## config.mk

```make
export PLATFORM = sky130hd
export DESIGN_NAME = gym_move_controller
export DESIGN_NICKNAME = d
export VERILOG_FILES = /design/src/rtl/gym_pkg.sv /design/src/rtl/gym_move_controller.sv
export SDC_FILE = /design/constraint.sdc
export NUM_CORES = 1
export LEC_CHECK = 0
export CAP_MARGIN = 20
export CORE_MARGIN = 2
export CORE_UTILIZATION = 30
export DETAILED_ROUTE_END_ITERATION = 10
export HOLD_SLACK_MARGIN = 0.15
export SYNTH_ARGS = -nofsm -noshare
export SYNTH_HDL_FRONTEND = slang
export SYNTH_SLANG_ARGS = --single-unit
```

## constraint.sdc

```tcl
create_clock -name Clk -period 3.75 [get_ports Clk]
set_input_delay 0.75 -clock Clk [delete_from_list [all_inputs] [get_ports Clk]]
set_output_delay 0.75 -clock Clk [all_outputs]
set_load 0.005 [all_outputs]
```

## src/rtl/gym_pkg.sv

```systemverilog
// Shared types and screen limits for gym movement.
// Direction codes, movement states and the screen-edge helper.
package gym_pkg;

  typedef enum logic [1:0] {
    DIR_DOWN  = 2'd0,
    DIR_UP    = 2'd1,
    DIR_LEFT  = 2'd2,
    DIR_RIGHT = 2'd3
  } dir_t;

  typedef enum logic [1:0] {
    S_IDLE,
    S_TURN,
    S_WAIT,
    S_STEP
  } mv_state_t;

  localparam int unsigned POS_W     = 10;
  localparam int unsigned CNT_W     = 8;
  localparam int unsigned SCR_X_MAX = 639;
  localparam int unsigned SCR_Y_MAX = 479;

  // True when the next pixel in direction d would leave the screen.
  function automatic logic at_edge(
    input dir_t             d,
    input logic [POS_W-1:0] x,
    input logic [POS_W-1:0] y,
    input logic [POS_W-1:0] xmax,
    input logic [POS_W-1:0] ymax
  );
    logic hit;
    hit = 1'b0;
    unique case (d)
      DIR_DOWN:  hit = (y == ymax);
      DIR_UP:    hit = (y == '0);
      DIR_LEFT:  hit = (x == '0);
      DIR_RIGHT: hit = (x == xmax);
    endcase
    return hit;
  endfunction

endpackage

```

## src/rtl/gym_move_controller.sv

```systemverilog
// Player movement sequencer: key -> turn / tile walk, one pixel per clock.
// Optional GYM_MOVE_RUN_EN adds a run input that doubles walk speed.
module gym_move_controller
  import gym_pkg::*;
#(
  parameter int unsigned X_INIT     = 232,
  parameter int unsigned Y_INIT     = 400,
  parameter int unsigned STEP_PX    = 2,
  parameter int unsigned TILE_PX    = 16,
  parameter int unsigned TURN_TICKS = 4,
  parameter int unsigned X_MAX      = SCR_X_MAX,
  parameter int unsigned Y_MAX      = SCR_Y_MAX
) (
`ifdef GYM_MOVE_RUN_EN
  input  logic       run,
`endif
  input  logic       Clk,
  input  logic       Reset_n,
  input  logic       frame_tick,
  input  logic       enable,
  input  logic       key_valid,
  input  logic [1:0] key_dir,
  input  logic       at_bounds,
  output logic [1:0] direction,
  output logic [9:0] charxcurrpos,
  output logic [9:0] charycurrpos,
  output logic       moving,
  output logic [1:0] walk_frame,
  output logic       bump_pulse
);

  mv_state_t        state;
  dir_t             dir_q;
  logic [CNT_W-1:0] turn_cnt;
  logic [CNT_W-1:0] tile_left;
  logic [CNT_W-1:0] px_left;
  logic [CNT_W-1:0] spd;
  logic [CNT_W-1:0] walk_spd;
  logic [POS_W-1:0] nx;
  logic [POS_W-1:0] ny;
  logic             blocked;

`ifdef GYM_MOVE_RUN_EN
  assign walk_spd = run ? CNT_W'(2 * STEP_PX) : CNT_W'(STEP_PX);
`else
  assign walk_spd = CNT_W'(STEP_PX);
`endif

  assign direction = dir_q;

  // Bounds check sees the registered position/direction this cycle.
  always_comb begin
    nx = charxcurrpos;
    ny = charycurrpos;
    unique case (dir_q)
      DIR_DOWN:  ny = charycurrpos + 10'd1;
      DIR_UP:    ny = charycurrpos - 10'd1;
      DIR_LEFT:  nx = charxcurrpos - 10'd1;
      DIR_RIGHT: nx = charxcurrpos + 10'd1;
    endcase
    blocked = at_bounds
            | at_edge(dir_q, charxcurrpos, charycurrpos,
                      POS_W'(X_MAX), POS_W'(Y_MAX));
  end

  always_ff @(posedge Clk or negedge Reset_n) begin
    if (!Reset_n) begin
      state        <= S_IDLE;
      dir_q        <= DIR_DOWN;
      charxcurrpos <= POS_W'(X_INIT);
      charycurrpos <= POS_W'(Y_INIT);
      moving       <= 1'b0;
      walk_frame   <= 2'd0;
      bump_pulse   <= 1'b0;
      turn_cnt     <= '0;
      tile_left    <= '0;
      px_left      <= '0;
      spd          <= '0;
    end else begin
      bump_pulse <= 1'b0;
      unique case (state)
        S_IDLE: begin
          if (frame_tick && enable && key_valid) begin
            if (dir_t'(key_dir) != dir_q) begin
              dir_q    <= dir_t'(key_dir);
              turn_cnt <= CNT_W'(TURN_TICKS);
              state    <= S_TURN;
            end else begin
              moving     <= 1'b1;
              walk_frame <= walk_frame + 2'd1;
              tile_left  <= CNT_W'(TILE_PX);
              px_left    <= walk_spd;
              spd        <= walk_spd;
              state      <= S_STEP;
            end
          end
        end
        S_TURN: begin
          if (frame_tick) begin
            if (turn_cnt <= CNT_W'(1)) begin
              turn_cnt <= '0;
              state    <= S_IDLE;
            end else begin
              turn_cnt <= turn_cnt - CNT_W'(1);
            end
          end
        end
        S_WAIT: begin
          if (frame_tick) begin
            px_left <= spd;
            state   <= S_STEP;
          end
        end
        S_STEP: begin
          if (blocked) begin
            bump_pulse <= 1'b1;
            moving     <= 1'b0;
            tile_left  <= '0;
            px_left    <= '0;
            state      <= S_IDLE;
          end else begin
            charxcurrpos <= nx;
            charycurrpos <= ny;
            px_left      <= px_left - CNT_W'(1);
            tile_left    <= tile_left - CNT_W'(1);
            if (px_left == CNT_W'(1)) begin
              if (tile_left == CNT_W'(1)) begin
                moving <= 1'b0;
                state  <= S_IDLE;
              end else begin
                state <= S_WAIT;
              end
            end
          end
        end
      endcase
    end
  end

endmodule

```

---- Word level (Yosys, flattened, before mapping) ----
Index checks and enable logic that the tools add are counted.
storage, ports and cells
  bits in registers ....................... 53
  input bits .............................. 8
  output and inout port bits .............. 26
cells by class
  $add $sub $neg .......................... 8
  $lt $le $gt $ge ......................... 1
  eq/ne operators ......................... 19
  muxes and demuxes ....................... 34
  bitwise gates (word level) .............. 3
  reductions and logical operators ........ 20
operator list
  operator                                                                number
  8-bit two-way mux                                                       11
  10-bit case mux with 2 select lines                                     2
  8-bit case mux with 2 select lines                                      2
  8-bit case mux with 3 select lines                                      1
  8-bit by 1-bit subtractor with 8-bit output (second input constant)     3
  10-bit by 1-bit adder with 10-bit output (second input constant)        2
  10-bit logical NOT                                                      2
  10-bit by 1-bit subtractor with 10-bit output (second input constant)   2
  8-bit by 1-bit == test with 1-bit output (second input constant)        2
  2-bit two-way mux                                                       8
  3-bit AND reduction                                                     5
  2-bit inequality test (second input constant)                           6
  10-bit == test (second input constant)                                  1
  10-bit by 9-bit == test with 1-bit output (second input constant)       1
  5-bit AND reduction                                                     2
  2-bit == test (second input constant)                                   4
  8-bit by 1-bit <= comparator with 1-bit output (second input constant)  1
  2-bit case mux with 4 select lines                                      1
  4-bit AND reduction                                                     2
  2-bit nonzero test                                                      4
  1-bit two-way mux                                                       7
  3-bit inequality test (second input constant)                           2
  2-bit by 1-bit == test with 1-bit output (second input constant)        2
  2-bit logical NOT                                                       2
  8 further kinds                                                         10

---- Depth between registers and ports, before layout ----
Gate-level depths: netlist (run 1).
  depth in word-level cells ............... 5
  mapped depth ............................ 10

---- Least setup slack after synthesis (run 1) ----
Ideal clock, no wire load.
  path type ............................... reg-to-reg
  start point ............................. register dir_q[0] (netlist: direction[0])
  end point ............................... register charxcurrpos[8]
  library setup time ...................... 125 ps
  arrival ................................. 2263 ps
  setup slack ............................. 1362 ps
  stages on the path, launching flop included .. 10
  period minus slack after synthesis ...... 2388 ps
  cell sequence ........................... dfrtp_1 > buf_2 > nand2_1 > fa_1 > a21o_1 > a211oi_1 > nor2_1 > o41ai_1 > xnor2_1 > mux2_2
on the way
  longest elaborated chain between the ends .. 5
  elaborated cells on any way between the ends .. 10
  those cells by class .................... eq/ne: 3; mux: 2; bitwise: 2; reduce/logical: 3
ends and longest elaborated chain
  what                                         RTL line                                  RTL
  start, declared                              gym_move_controller.sv:33                 dir_t dir_q;
  start signal, assigned                       gym_move_controller.sv:85                 dir_q <= dir_t'(key_dir);
  2-bit == test, or another cell as far along  gym_pkg.sv:34, gym_move_controller.sv:55
  1-bit case mux with 4 select lines           gym_pkg.sv:34                             unique case (d)
  1-bit bitwise OR                             gym_move_controller.sv:62                 | at_edge(dir_q, charxcurrpos, charycurrpos,
  1-bit inverter (no source line)              n/a
  3-bit AND reduction (no source line)         n/a
  end signal, assigned                         gym_move_controller.sv:70                 charxcurrpos <= POS_W'(X_INIT);
  end signal, assigned                         gym_move_controller.sv:122                charxcurrpos <= nx;
  end, declared                                gym_move_controller.sv:25                 output logic [9:0] charxcurrpos,
Parallel ways exist; a longest one is shown, timed or not.
A chain may end at the register's enable or synchronous reset.

---- Worst setup path after layout (run 1) ----
Ends and elaborated chain as after synthesis.

==> flow_summary.yaml, run 1 <==
logic_synthesis:
  syn_avg_cell_area_um2: 9.215
  synth_warnings: 0
  ys.flop_type: "dfrtp_1"
  yosysSeqAreaShare_pct: 39.47
  synthesis.area_mm2: 0.003382
  synthCells: 367
  async_reset_ff_share_pct: 100.0
  ys_types: 56
  synth_edf_count: 0
  synth_fp_nets: 399
  ys_ff_latch: 53
cts:
  ctsRootBufferMaster: "clkbuf_16"
  clk_pin_slew_ns: 0.07
  ctsHoldBuffers: 0
  cts_buffers: 5
  clock_latency_ns: 0.30
  ctsResizeCount: 0
  clk_path_buf_depth: 2
  cts_tree: "done"
  numClockSinks: 53
  htreeDepth: 2
  post_cts_buffers: 0
global_routing:
  grt_pass1_wl_mm: 12.77
  grt_usage_pct: 13.18
  antenna_found_initial: 0
  gr-total-overflow: 0
  grt_pass1_vias: 2667
  grt_max_degree: 42
worst_setup_path:
  crit_type: "register to register"
  critPathLaunchType: "register"
  worst_ep_arrival_time_ns: 2.93
  cp.required_ns: 3.93
  path_max_fanout: 10
  end_kind: "register"
final_layout:
  areaGrowthSynthToFinish_pct: 17.91
  fin_area_mm2: 0.003988
  n_antenna_cell: 0
  nNetsFinal: 430
  final_layout_size_suffix_gt1_share_pct: 9.774
  final_cell_mix: "dfrtp_1 (46), nand2_1 (39), clkdlybuf4s50_1 (32)"
  mostFrequentLayoutCell: "dfrtp_1"
sta:
  maxSlewViolCount: 0
  setup_viol: 0
  rsz0062_at_grt: "false"
  finalCriticalPeriod_ns: 2.748
  fin_skew_ns: 0.01070
  setup_slack_ns: 1.002
  fmax_ghz: 0.3639
  worst_pin_slew_ns: 0.9385
  finalCritPeriodShare_pct: 73.28
  tns_ns: 0
  slew_headroom_pct: 37.44
  finalHoldViolCount: 0
power:
  pwr-share-comb_pct: 56.1
  powerDensity_mw_per_mm2: 942.0
  ir_drop_mv: 0.5661
  p_total_mw: 3.756
  seqPwrFrac_pct: 31.0
  p_leak_nw: 1.697
  p_clk_share_pct: 12.8
  internal-power_mw: 2.125
  switching_share_pct: 43.42
  p_switching_mw: 1.631
floorplan:
  die_w_um: 110.2
  io_pins: 34
  num_rows: 38
  coreArea_mm2: 0.01094
  dieHeight_um: 110.2
  die_area_mm2: 0.01214
  initial_core_util_pct: 30.93
placed_design:
  io_buffers: 33
  post-place-ws_ns: 0.9677
  placed_area_mm2: 0.003834
  hpwl_mm: 5.503
  place.gp.congestion: 0.8534
detailed_routing:
  firstDrtPassIters: 4
  num_vias: 2746
  wl_per_cell_um: 13.78
  via_per_inst: 5.095
  drt-total-wl_mm: 7.428
  ant_nets: 0
  drc: 0
  first_iter_violations: 121
worst_hold_path:
  hp-class: "register to register"
run:
  drv_cap: 0
outcome:
  outcome: "completed"
## power groups by stage
stage	Sequential, mW	Combinational (mW)	Clock (mW)
global placement	1.17	2.07	0
CTS	1.17	2.12	0.502
global route	1.21	2.37	0.520
floorplan	1.06	1.60	0
finish	1.17	2.11	0.482
detailed placement	1.17	2.11	0
## synthesized netlist by cell type, types with 7 or more instances
library cell	n	area, um^2
nor3_1	14	70.07
ha_1	22	275.3
inv_1	22	82.58
mux2_2	9	101.4
nand2_1	39	146.4
nand3_1	10	50.05
o21ai_0	28	140.1
dfrtp_1	46	1151
xnor2_1	15	131.4
dfstp_2	7	183.9
nor2_1	26	97.59
xor2_1	9	78.83
a21oi_1	25	125.1
## flip-flops by register name, summed over array words and instances, names as in the netlist
register      cells
bump_pulse        1
tile_left         8
walk_frame        2
state             2
direction         2
charxcurrpos     10
moving            1
px_left           8
turn_cnt          8
spd               1
charycurrpos     10
## layout make-up
type | instances | area, um^2
fill | 1125 | 6948
multi-input combinational | 282 | 1908
sequential | 53 | 1335
timing repair buffer | 34 | 332.8
tap | 140 | 175.2
clock buffer | 5 | 125.1
inverter | 22 | 82.58
clock inverter | 3 | 28.78
## per-stage QoR
step,cells,utilization (%),hold WS [ns]
2_1_floorplan,367,-,0.4388
3_3_place_gp,531,35.06,0.4555
3_5_place_dp,531,35.06,0.4667
4_1_cts,539,36.46,0.4802
5_1_grt,539,36.46,0.4957
6_report,539,36.46,0.4769
## per-layer routing
layer | wire length, um | up-vias | global-route usage, %
li1 | - | 1371 | -
met2 | 3362 | 43 | 21.60
met5 | 0 | - | 0
met3 | 217 | 9 | 2.116
met1 | 3734 | 1323 | 17.87
met4 | 114 | 0 | 4.018
## final timing paths
check	from	to	slack (ns)	depth (start not counted)
max in group asynchronous	Reset_n	charycurrpos[4]$_DFFE_PN1P_	2.35	2
min in group asynchronous	Reset_n	charxcurrpos[8]$_DFFE_PN0P_	0.59	1
hold reg to reg	turn_cnt[7]$_DFFE_PN0P_	turn_cnt[7]$_DFFE_PN0P_	0.48	1
setup / recovery	direction[0]$_DFFE_PN0P_	charxcurrpos[8]$_DFFE_PN0P_	1.00	8
setup reg to reg	direction[0]$_DFFE_PN0P_	charxcurrpos[8]$_DFFE_PN0P_	1.00	8
hold / removal	turn_cnt[7]$_DFFE_PN0P_	turn_cnt[7]$_DFFE_PN0P_	0.48	1
## critical path, stage by stage, from the launching register on
cell,delay (ns)
dfrtp_1,0.61
nand2_1,0.34
fa_1,0.49
a21o_1,0.19
a211oi_1,0.22
nor2_1,0.09
o41ai_1,0.33
xnor2_1,0.10
mux2_2,0.26
## cells by family (layout without fill, tap and decap cells)
family,count (synthesis),in the layout,share of synthesized area [%]
simple gates,132,132,20.13
xor+xnor,24,24,6.216
buf+inv,32,64,4.106
flops,53,53,39.47
mux,12,12,3.885
fa+ha+maj,24,24,9.323
compound gates,90,90,16.87
Power figures use the tool's default switching activity.
==> run 2: changes to the inputs <==
==> constraint.sdc (replaced) <==
create_clock -name Clk -period 2.75 [get_ports Clk]
set_input_delay 0.55 -clock Clk [delete_from_list [all_inputs] [get_ports Clk]]
set_output_delay 0.55 -clock Clk [all_outputs]
set_load 0.005 [all_outputs]
==> flow_summary.yaml, run 2 (synthesized netlist as in run 1, its figures left out) <==
worst_setup_path:
  crit_path_end: "charycurrpos[9]$_DFFE_PN0P_"
  critical_path.startpoint: "direction[1]$_DFFE_PN0P_"
  crit_type: "register to register"
  r2r_slack_ns: 0.24
  cp.required_ns: 2.92
  worst_ep_arrival_time_ns: 2.69
  reg2reg_depth: 9
  rr_startpoint: "direction[1]$_DFFE_PN0P_"
  end_kind: "register"
  path_max_fanout: 9
  critPathLaunchType: "register"
  r2r_end: "charycurrpos[9]$_DFFE_PN0P_"
cts:
  clk_path_buf_depth: 2
  numClockSinks: 53
  clock_latency_ns: 0.29
  cts_tree: "done"
  ctsRootBufferMaster: "clkbuf_16"
  htreeDepth: 2
  clk_pin_slew_ns: 0.07
  ctsResizeCount: 0
  cts_buffers: 5
detailed_routing:
  num_vias: 2722
  via_per_inst: 4.994
  drt-total-wl_mm: 7.496
  wl_per_cell_um: 13.75
  firstDrtPassIters: 4
  drc: 0
  ant_nets: 0
  first_iter_violations: 73
power:
  powerDensity_mw_per_mm2: 1269
  p_switching_mw: 2.204
  p_clk_share_pct: 11.9
  ir_drop_mv: 0.6733
  pwr-share-comb_pct: 57.7
  switching_share_pct: 43.04
  p_leak_nw: 1.724
  internal-power_mw: 2.918
  seqPwrFrac_pct: 30.5
sta:
  rsz0062_at_grt: "false"
  finalCritPeriodShare_pct: 91.34
  setup_viol: 0
  tns_ns: 0
  fin_skew_ns: 0.008483
  finalCriticalPeriod_ns: 2.512
  finalHoldViolCount: 0
  fmax_ghz: 0.3981
  slew_headroom_pct: 62.60
  worst_pin_slew_ns: 0.5568
  maxSlewViolCount: 0
floorplan:
  coreArea_mm2: 0.01094
  io_pins: 34
  dieHeight_um: 110.2
  initial_core_util_pct: 30.93
  num_rows: 38
  die_area_mm2: 0.01214
  die_w_um: 110.2
final_layout:
  multiInputGateArea_mm2: 0.001908
  nNetsFinal: 436
  areaGrowthSynthToFinish_pct: 19.35
  fin_util_pct: 36.91
  n_antenna_cell: 0
  register_area_mm2: 0.001335
  final_layout_size_suffix_gt1_share_pct: 10.86
  mostFrequentLayoutCell: "dfrtp_1"
  final_cell_mix: "dfrtp_1 (46), nand2_1 (39), clkdlybuf4s50_1 (32)"
  reg_top3: "charxcurrpos: 10 flops, charycurrpos: 10 flops"
  fillCellCount: 1110
run:
  drv_cap: 0
global_routing:
  grt_usage_pct: 13.28
  gr-total-overflow: 0
  grt_pass1_wl_mm: 12.72
  antenna_found_initial: 0
  grt_pass1_vias: 2664
  grt_max_degree: 28
placed_design:
  place.gp.congestion: 0.8385
  hpwl_mm: 5.734
  io_buffers: 33
worst_hold_path:
  hp-class: "register to register"
outcome:
  outcome: "completed"
run 2: cell count changes in the layout (fill, tap and decap cells not counted), sizes merged:
cell,previous run,this run
clkinv,1,2
dlygate4sd3,0,1
inv,24,22
clkinvlp,0,1
buf,2,7
run 2: critical path: stages, from the launching register on:
cell and delay, ns:
dfrtp_1 0.45, nand2b_2 0.22, inv_1 0.25, ha_1 0.29, a21oi_1 0.19, o2111ai_1 0.23
a211oi_1 0.36, nor3_1 0.08, o21a_1 0.18, xor2_1 0.14
run 2: power groups by stage:
stage / clock network (mW) / logic, mW / registers [mW]
after floorplan: 0 / 2.18 / 1.44
after global placement: 0 / 2.88 / 1.56
after detailed placement: 0 / 2.95 / 1.57
after CTS: 0.628 / 2.96 / 1.56
after global routing: 0.664 / 3.32 / 1.63
final: 0.607 / 2.95 / 1.56
run 2: routing by layer:
| layer | global-route usage [%] | wire length (um) |
|---|---|---|
| met1 | 17.94 | 3731 |
| met2 | 22.26 | 3515 |
| met3 | 1.999 | 166 |
| met4 | 3.482 | 82 |
| met5 | 0 | 0 |
run 2: worst min path at each step:
stage,start,depth (start not counted),slack [ns],to
2_1_floorplan,Reset_n,0,0.25,bump_pulse$_DFF_PN0_
3_3_place_gp,Reset_n,1,0.44,charycurrpos[5]$_DFFE_PN0P_
3_5_place_dp,Reset_n,1,0.45,charycurrpos[9]$_DFFE_PN0P_
4_1_cts,turn_cnt[7]$_DFFE_PN0P_,1,0.47,turn_cnt[7]$_DFFE_PN0P_
5_1_grt,spd[1]$_DFFE_PN0P_,1,0.49,spd[1]$_DFFE_PN0P_
6_report,turn_cnt[7]$_DFFE_PN0P_,1,0.48,turn_cnt[7]$_DFFE_PN0P_
run 2: timing repair:
item                       4_1_cts  5_1_grt
setup buffers                    0        0
setup endpoints to repair        0        0
hold endpoints to repair         4        0
hold buffers                     1        0
run 2: cell type report:
type | count | share of cell area, %
Tap cell | 140 | 4.340
Multi-Input combinational cell | 282 | 47.27
Inverter | 22 | 2.046
Clock inverter | 3 | 0.4340
Timing Repair Buffer | 40 | 9.733
Sequential cell | 53 | 33.08
Clock buffer | 5 | 3.100
run 2: metrics by stage:
step	setup slack (ns)	instance area [um^2]	power [mW]	instances	hold WS [ns]
global placement	0.2924	3884	4.440	536	0.4429
global route	0.03281	4036	5.610	545	0.4884
floorplan	0.3625	3382	3.627	367	0.2544
detailed placement	0.2596	3884	4.515	536	0.4500
CTS	0.2511	4036	5.153	545	0.4743
finish	0.2381	4036	5.122	545	0.4757
==> run 3: changes to the inputs <==
--- a/config.mk
+++ b/config.mk
@@ -5,8 +5,8 @@
 export SDC_FILE = /design/constraint.sdc
 export NUM_CORES = 1
 export LEC_CHECK = 0
-export CAP_MARGIN = 20
-export CORE_MARGIN = 2
+export CAP_MARGIN = 40
+export CORE_MARGIN = 3
 export CORE_UTILIZATION = 30
 export DETAILED_ROUTE_END_ITERATION = 10
 export HOLD_SLACK_MARGIN = 0.15
==> flow_summary.yaml, run 3 (synthesized netlist as in run 1, its figures left out) <==
final_layout:
  mostFrequentLayoutCell: "dfrtp_1"
  final_layout_size_suffix_gt1_share_pct: 10.67
  reg_top3: "charxcurrpos: 10 flops, charycurrpos: 10 flops"
  fin_area_mm2: 0.004018
  fillCellCount: 1114
  n_antenna_cell: 0
  final_cell_mix: "dfrtp_1 (46), nand2_1 (39), clkdlybuf4s50_1 (32)"
  areaGrowthSynthToFinish_pct: 18.79
  nNetsFinal: 435
sta:
  tns_ns: 0
  finalHoldViolCount: 0
  finalCritPeriodShare_pct: 91.71
  slew_headroom_pct: 52.99
  setup_viol: 0
  fin_skew_ns: 0.006579
  maxSlewViolCount: 0
  rsz0062_at_grt: "false"
  worst_pin_slew_ns: 0.7052
  finalCriticalPeriod_ns: 2.522
  fmax_ghz: 0.3965
placed_design:
  place.gp.congestion: 0.8607
  hpwl_mm: 5.723
  io_buffers: 33
  placed_area_mm2: 0.003871
worst_setup_path:
  cpMaxStageDelayCell: "dfrtp_1"
  crit_type: "register to register"
  cp_top_family: "compound AO/OA/AOI/OAI gates"
  end_kind: "register"
  worst_ep_arrival_time_ns: 2.70
  crit_chain: "nand2b_2 -> inv_1 -> ha_1 -> a21oi_1 -> o2111ai_1 -> a211oi_1 -> nor3_1 -> o21a_1 -> xor2_1"
  path_max_fanout: 9
  critPathLaunchType: "register"
  cp.required_ns: 2.93
  crit_buf_inv: 1
  max_stage_delay_ns: 0.45
detailed_routing:
  wl_per_cell_um: 14.51
  drt-total-wl_mm: 7.879
  via_per_inst: 5.112
  num_vias: 2776
  wirelength_met1_mm: 3.876
  top_layer: "met4"
  firstDrtPassIters: 4
  first_iter_violations: 139
  ant_nets: 0
  met2WireLength_mm: 3.677
  drc: 0
  dr_wl_met3_um: 239
worst_hold_path:
  hp-class: "primary input to async pin"
global_routing:
  grt_max_degree: 54
  gr-total-overflow: 0
  grt_usage_pct: 12.86
  antenna_found_initial: 0
  grt_pass1_vias: 2759
  grt_pass1_wl_mm: 13.46
cts:
  ctsHoldBuffers: 0
  ctsRootBufferMaster: "clkbuf_16"
  cts_buffers: 5
  htreeDepth: 2
  clock_latency_ns: 0.29
  numClockSinks: 53
  cts_tree: "done"
  clk_pin_slew_ns: 0.07
  clk_path_buf_depth: 2
  ctsResizeCount: 0
  post_cts_buffers: 0
floorplan:
  die_w_um: 112.2
  die_area_mm2: 0.01258
  dieHeight_um: 112.2
  num_rows: 38
  coreArea_mm2: 0.01094
  io_pins: 34
  initial_core_util_pct: 30.93
power:
  powerDensity_mw_per_mm2: 1287
  p_leak_nw: 1.714
  ir_drop_mv: 0.6210
outcome:
  outcome: "completed"
run:
  drv_cap: 0
[run 3: changes by cell type in the layout (fill, tap and decap cells not counted), sizes merged]
cell,delta
clkbuf,+1
clkinv,-2
dlygate4sd3,-1
[run 3: final cells by class]
cell class / count / area (um^2) / area share, %
Timing Repair Buffer: 39 / 370.4 / 9.218
Inverter: 22 / 82.58 / 2.055
Clock inverter: 1 / 7.507 / 0.1869
Clock buffer: 6 / 138.9 / 3.457
Sequential cell: 53 / 1335 / 33.23
Multi-Input combinational cell: 282 / 1908 / 47.49
Tap cell: 140 / 175.2 / 4.360
[run 3: final timing paths]
path,endpoint,slack [ns],start,cells after the start
max in group asynchronous,tile_left[4]$_DFFE_PN0P_,1.89,Reset_n,2
min in group Clk,spd[1]$_DFFE_PN0P_,0.47,spd[1]$_DFFE_PN0P_,1
worst min-delay path,charycurrpos[9]$_DFFE_PN0P_,0.38,Reset_n,2
worst min register to register,spd[1]$_DFFE_PN0P_,0.47,spd[1]$_DFFE_PN0P_,1
worst max-delay path,charycurrpos[9]$_DFFE_PN0P_,0.23,direction[1]$_DFFE_PN0P_,9
worst max register to register,charycurrpos[9]$_DFFE_PN0P_,0.23,direction[1]$_DFFE_PN0P_,9
[run 3: where the power goes]
part / leakage (nW) / total (mW) / switching [mW] / internal [mW]
sequential: 0.665 / 1.57 / 0.426 / 1.14
combinational: 0.980 / 2.97 / 1.53 / 1.44
clock: 0.0690 / 0.636 / 0.278 / 0.358
[run 3: worst reg2reg max path, delay by kind of cell (launching register included)]
kind                       cells  cell delay (ns)
AOI/OAI and AO/OA              4             0.95
and+or+nand+nor                2             0.30
buffers and inverters          1             0.27
xor gates and xnor gates       1             0.14
DFF                            1             0.45
adders and majority gates      1             0.31
[run 3: metal layers]
layer  up-vias  GRT usage, %
met1      1340         17.93
li1       1384             -
met2        45         20.78
met3         7         2.318
met4         0         3.205
met5         -             0
[run 3: per-stage QoR]
stage | worst slack, ns | hold slack [ns] | cells | utilization [%] | power (mW)
after global routing | 0.004457 | 0.4511 | 543 | 36.74 | 5.682
after detailed placement | 0.2489 | 0.4609 | 536 | 35.40 | 4.528
after floorplan | 0.3625 | 0.2544 | 367 | - | 3.627
after CTS | 0.2346 | 0.4239 | 543 | 36.74 | 5.208
after global placement | 0.2964 | 0.4573 | 536 | 35.40 | 4.464
final | 0.2279 | 0.3773 | 543 | 36.74 | 5.171
